--- src/rtl/load_store_unit.sv ---
// Load/store unit: byte/half/word/dword accesses to an 8-byte-wide data memory,
// with read-modify-write for sub-word stores. Optional macro LSU_MISALIGN_TRAP_EN traps misaligned accesses.
module load_store_unit #(
  parameter int MEM_BYTES = 64
) (
  input  logic        clk,
  input  logic        reset_n,
  input  logic        req_valid,
  output logic        req_ready,
  input  logic        req_write,
  input  logic [1:0]  req_size,
  input  logic        req_unsigned,
  input  logic [63:0] req_addr,
  input  logic [63:0] req_wdata,
  output logic        resp_valid,
  output logic [63:0] resp_rdata,
  output logic        resp_err,
  output logic [63:0] Mem_Addr,
  output logic [63:0] Write_Data,
  output logic        MemWrite,
  output logic        MemRead,
  input  logic [63:0] Read_Data
);

  // state  | meaning
  // IDLE   | ready for a new request
  // LOAD   | memory read, extended data registered into resp_rdata
  // RMW_RD | sub-word store: read old dword, merge new bytes into buffer
  // WR     | memory write of merge buffer
  // RESP   | one-cycle completion pulse
  typedef enum logic [2:0] {IDLE, LOAD, RMW_RD, WR, RESP} state_t;

  localparam logic [63:0] MAX_ADDR = 64'(MEM_BYTES) - 64'd8;

  state_t      state_q;
  logic [63:0] addr_q;
  logic [63:0] wdata_q;
  logic [1:0]  size_q;
  logic        unsigned_q;
  logic [63:0] buf_q;
  logic        resp_valid_q;
  logic [63:0] resp_rdata_q;
  logic        resp_err_q;
  logic        req_err;
  logic        mem_active;

  function automatic logic [63:0] extend_load(input logic [63:0] d, input logic [1:0] sz,
                                              input logic uns);
    case (sz)
      2'b00:   return uns ? {56'd0, d[7:0]}  : {{56{d[7]}},  d[7:0]};
      2'b01:   return uns ? {48'd0, d[15:0]} : {{48{d[15]}}, d[15:0]};
      2'b10:   return uns ? {32'd0, d[31:0]} : {{32{d[31]}}, d[31:0]};
      default: return d;
    endcase
  endfunction

  function automatic logic [63:0] merge_store(input logic [63:0] old, input logic [63:0] w,
                                              input logic [1:0] sz);
    case (sz)
      2'b00:   return {old[63:8],  w[7:0]};
      2'b01:   return {old[63:16], w[15:0]};
      2'b10:   return {old[63:32], w[31:0]};
      default: return w;
    endcase
  endfunction

`ifdef LSU_MISALIGN_TRAP_EN
  logic misaligned;
  always_comb begin
    misaligned = 1'b0;
    case (req_size)
      2'b01:   misaligned = req_addr[0];
      2'b10:   misaligned = |req_addr[1:0];
      2'b11:   misaligned = |req_addr[2:0];
      default: misaligned = 1'b0;
    endcase
  end
  assign req_err = (req_addr > MAX_ADDR) || misaligned;
`else
  assign req_err = (req_addr > MAX_ADDR);
`endif

  always_ff @(posedge clk or negedge reset_n) begin
    if (!reset_n) begin
      state_q      <= IDLE;
      addr_q       <= '0;
      wdata_q      <= '0;
      size_q       <= '0;
      unsigned_q   <= 1'b0;
      buf_q        <= '0;
      resp_valid_q <= 1'b0;
      resp_rdata_q <= '0;
      resp_err_q   <= 1'b0;
    end else begin
      case (state_q)
        IDLE: begin
          if (req_valid) begin
            addr_q     <= req_addr;
            wdata_q    <= req_wdata;
            size_q     <= req_size;
            unsigned_q <= req_unsigned;
            if (req_err) begin
              state_q      <= RESP;
              resp_valid_q <= 1'b1;
              resp_err_q   <= 1'b1;
              resp_rdata_q <= '0;
            end else if (!req_write) begin
              state_q <= LOAD;
            end else if (req_size == 2'b11) begin
              buf_q   <= req_wdata;
              state_q <= WR;
            end else begin
              state_q <= RMW_RD;
            end
          end
        end
        LOAD: begin
          resp_rdata_q <= extend_load(Read_Data, size_q, unsigned_q);
          resp_err_q   <= 1'b0;
          resp_valid_q <= 1'b1;
          state_q      <= RESP;
        end
        RMW_RD: begin
          buf_q   <= merge_store(Read_Data, wdata_q, size_q);
          state_q <= WR;
        end
        WR: begin
          resp_rdata_q <= '0;
          resp_err_q   <= 1'b0;
          resp_valid_q <= 1'b1;
          state_q      <= RESP;
        end
        RESP: begin
          resp_valid_q <= 1'b0;
          state_q      <= IDLE;
        end
        default: state_q <= IDLE;
      endcase
    end
  end

  // Memory controls decode straight from the state register, so reset kills them at once.
  assign mem_active = (state_q == LOAD) || (state_q == RMW_RD) || (state_q == WR);
  assign req_ready  = (state_q == IDLE);
  assign MemRead    = (state_q == LOAD) || (state_q == RMW_RD);
  assign MemWrite   = (state_q == WR);
  assign Mem_Addr   = mem_active ? addr_q : 64'd0;
  assign Write_Data = (state_q == WR) ? buf_q : 64'd0;
  assign resp_valid = resp_valid_q;
  assign resp_rdata = resp_rdata_q;
  assign resp_err   = resp_err_q;

endmodule
--- config.mk ---
export PLATFORM = sky130hd
export DESIGN_NAME = load_store_unit
export DESIGN_NICKNAME = d
export VERILOG_FILES = /design/src/rtl/load_store_unit.sv
export SDC_FILE = /design/constraint.sdc
export NUM_CORES = 1
export LEC_CHECK = 0
export ABC_CLOCK_PERIOD_IN_PS = 2350
export CAP_MARGIN = 30
export CORE_MARGIN = 2
export CORE_UTILIZATION = 47
export DETAILED_ROUTE_END_ITERATION = 8
export PLACE_DENSITY = 0.81
export SYNTH_ARGS = -nofsm -noshare
export SYNTH_HDL_FRONTEND = slang
export SYNTH_SLANG_ARGS = --single-unit
export TNS_END_PERCENT = 10
--- constraint.sdc ---
create_clock -name clk -period 2.35 [get_ports clk]
set_clock_uncertainty 0.05 [all_clocks]
set_input_delay 0.47 -clock clk [delete_from_list [all_inputs] [get_ports clk]]
set_output_delay 0.47 -clock clk [all_outputs]
set_load 0.03 [all_outputs]
==> metrics.txt <==
status=finished with violations; failing checks=setup timing; Fin. Hold Viols=0; initial antenna violation count=3; Die ar.=28,400 µm²; area of the multi-input gates=5720 µm²; Max Cap Viol=0; crit path max fanout=8; fmax=0.400 GHz; hpwl dp=27.7 mm; drc violations=0; clk slew on worst S/H paths=0.06 ns; I/O pin count=396; Mean Syn Cell Area=11.3 µm²; Nets=1,733; Vias/cell=5.86; worst rel slew slack=61.8%; Final Util=70.4%; First DRT Iteration DRCs=983; Clock Latency Late Sink=0.54 ns; worst hold path type=in -> reg; post-synthesis sequential area ratio=51.8%; syn_nets=1,328; port bufs=395; length of the first detailed-routing pass in iterations=6; Final ANT Viol Nets=0; pre-CTS setup slack=-0.773 ns; leading area contributor after synthesis=dfrtp_1; final setup margin=-0.152 ns; setup repair after global routing missed its margin=true; vias in the first global route=11,500; H-tree levels=1; largest net degree at the start of global routing=75; Routed WL per cell=22.3 µm; Worst-Margin Slew=0.571 ns; CTS buffer count=29; Synth Register Bits=264; Post-synth EDFFs=0; synth top area cells=dfrtp_1 (52%), mux2_2 (12%), and2_1 (6.3%); Critical Path End Type=primary output; Num Clock Sinks=264; post-synth top area share=51.8%; final wirelength=42.3 mm; library cells used by synthesis=40; Post-synth top cells=dfrtp_1 (264), mux2_2 (131), and2_1 (128), o21ai_0 (110), a41oi_1 (65); Peak supply drop=460 µV; Synth Cell Area=12,700 µm²; register area=6610 µm²; GRT overflow=0; Critical Path AT=1.98 ns; Req. time, crit path=1.83 ns; CTS tree=done; Startpoint Class=register; Initial Util=47.6%; Syn Inst Count=1,129; final worst path period share=106%; PwrDens=622 nW/µm²; Die H=169 µm; fillers=1,872; Root Driver=clkbuf_16; share of cells above drive strength 1=30.0%; Area growth syn-to-layout=48.0%; Leak Pwr=8.32 nW; core area=26,800 µm²; Setup violations, final=113; all-layer global routing usage=28.6%; Final Critical Period=2.50 ns; first-pass GRT wire length=64.5 mm; Post-synth ARST share=100%; max-slew violation count=0; clock buffer depth=3; most frequent cell after synthesis=dfrtp_1; DIE WIDTH=169 µm; routed vias=11,100; Most used DFF post-synth=dfrtp_1; Ys Warns=0; gp weighted congestion=0.829; row count=60; WS Path Type=reg -> out
## path summary, 6_finish.rpt
path | from | end | slack [ns] | cells after the start
setup / recovery | state_q[2] | Write_Data[40] | -0.15 | 7
hold / removal | req_addr[47] | addr_q[47] | 0.16 | 2
setup reg to reg | state_q[2] | buf_q[55] | 0.16 | 6
hold reg to reg | resp_rdata[30] | resp_rdata[30] | 0.43 | 1
max in group asynchronous | reset_n | buf_q[32] | 1.14 | 3
min in group asynchronous | reset_n | resp_rdata[28] | 0.40 | 2
## metal layers
metal  share of wire (%)  GRT usage (%)
met1                  39           35.8
met2                  49           47.8
met3                 7.9           6.48
met4                 4.6           12.2
met5                   0              0
## cell type report
class	count	share of cell area, %
inverter	34	0.676
tap	341	2.26
clock buffer	42	4.42
timing repair buffer	478	26.7
sequential	264	35.0
multi-input combinational	727	30.3
antenna	3	0.0398
clock inverter	9	0.544
## kinds of logic after synthesis
| family | count (synthesis) | synth area share [%] |
|---|---|---|
| compound gates | 323 | 16.6 |
| buf+inv | 138 | 5.45 |
| mux | 188 | 16.1 |
| flops | 264 | 51.8 |
| simple gates | 216 | 10.1 |
## power breakdown
group	internal [mW]	total [mW]	leakage [nW]	switching (mW)
sequential	5.11	5.42	3.23	0.301
clock	2.67	4.52	0.465	1.85
combinational	1.00	1.80	4.62	0.799
## timing repair
item / 4_1_cts / 5_1_grt
endpoints found under the setup margin: 195 / 220
endpoints found under the hold margin: 44 / 0
buffers inserted: 1 / 2
hold buffers: 1 / 0
cloned: 2 / 2
resized for setup: 118 / 69
pin swaps: 6 / 57
## placed cells by master, fill, tap and decap left out, types with 55 or more instances in the layout
master	instances
buf_4	79
a41oi_1	61
a22oi_1	55
o21ai_0	108
mux2i_1	57
mux2_2	131
buf_6	105
dfrtp_1	264
clkdlybuf4s50_1	252
and2_1	85
## flip-flops by register name, indices dropped and copies added (netlist names)
name	flops
addr_q	64
buf_q	64
resp_err	1
resp_rdata	64
resp_valid	1
size_q	2
state_q	3
unsigned_q	1
wdata_q	64
## metrics by stage
| stage | cell area, µm² | TNS, ns | hold slack, ns | std cells | power, mW |
|---|---|---|---|---|---|
| 3_3_place_gp | 17100 | -65.65 | 0.373 | 1836 | 7.13 |
| 5_1_grt | 18900 | -19.75 | 0.169 | 1898 | 12.2 |
| 2_1_floorplan | 12700 | 0 | 0.124 | 1129 | 6.36 |
| 3_5_place_dp | 17100 | -67.82 | 0.378 | 1836 | 7.23 |
| 6_report | 18900 | -8.41 | 0.164 | 1898 | 11.7 |
| 4_1_cts | 18600 | -12.83 | 0.396 | 1891 | 11.8 |
## worst max-delay path: stages, from the launching register on
cell       delay [ns]
dfrtp_1          0.39
buf_6            0.14
nand2b_4         0.15
nor2_4           0.14
buf_12           0.16
clkbuf_16        0.17
and2_1           0.14
buf_6            0.13
No activity file was read; power rests on OpenSTA's default activity.
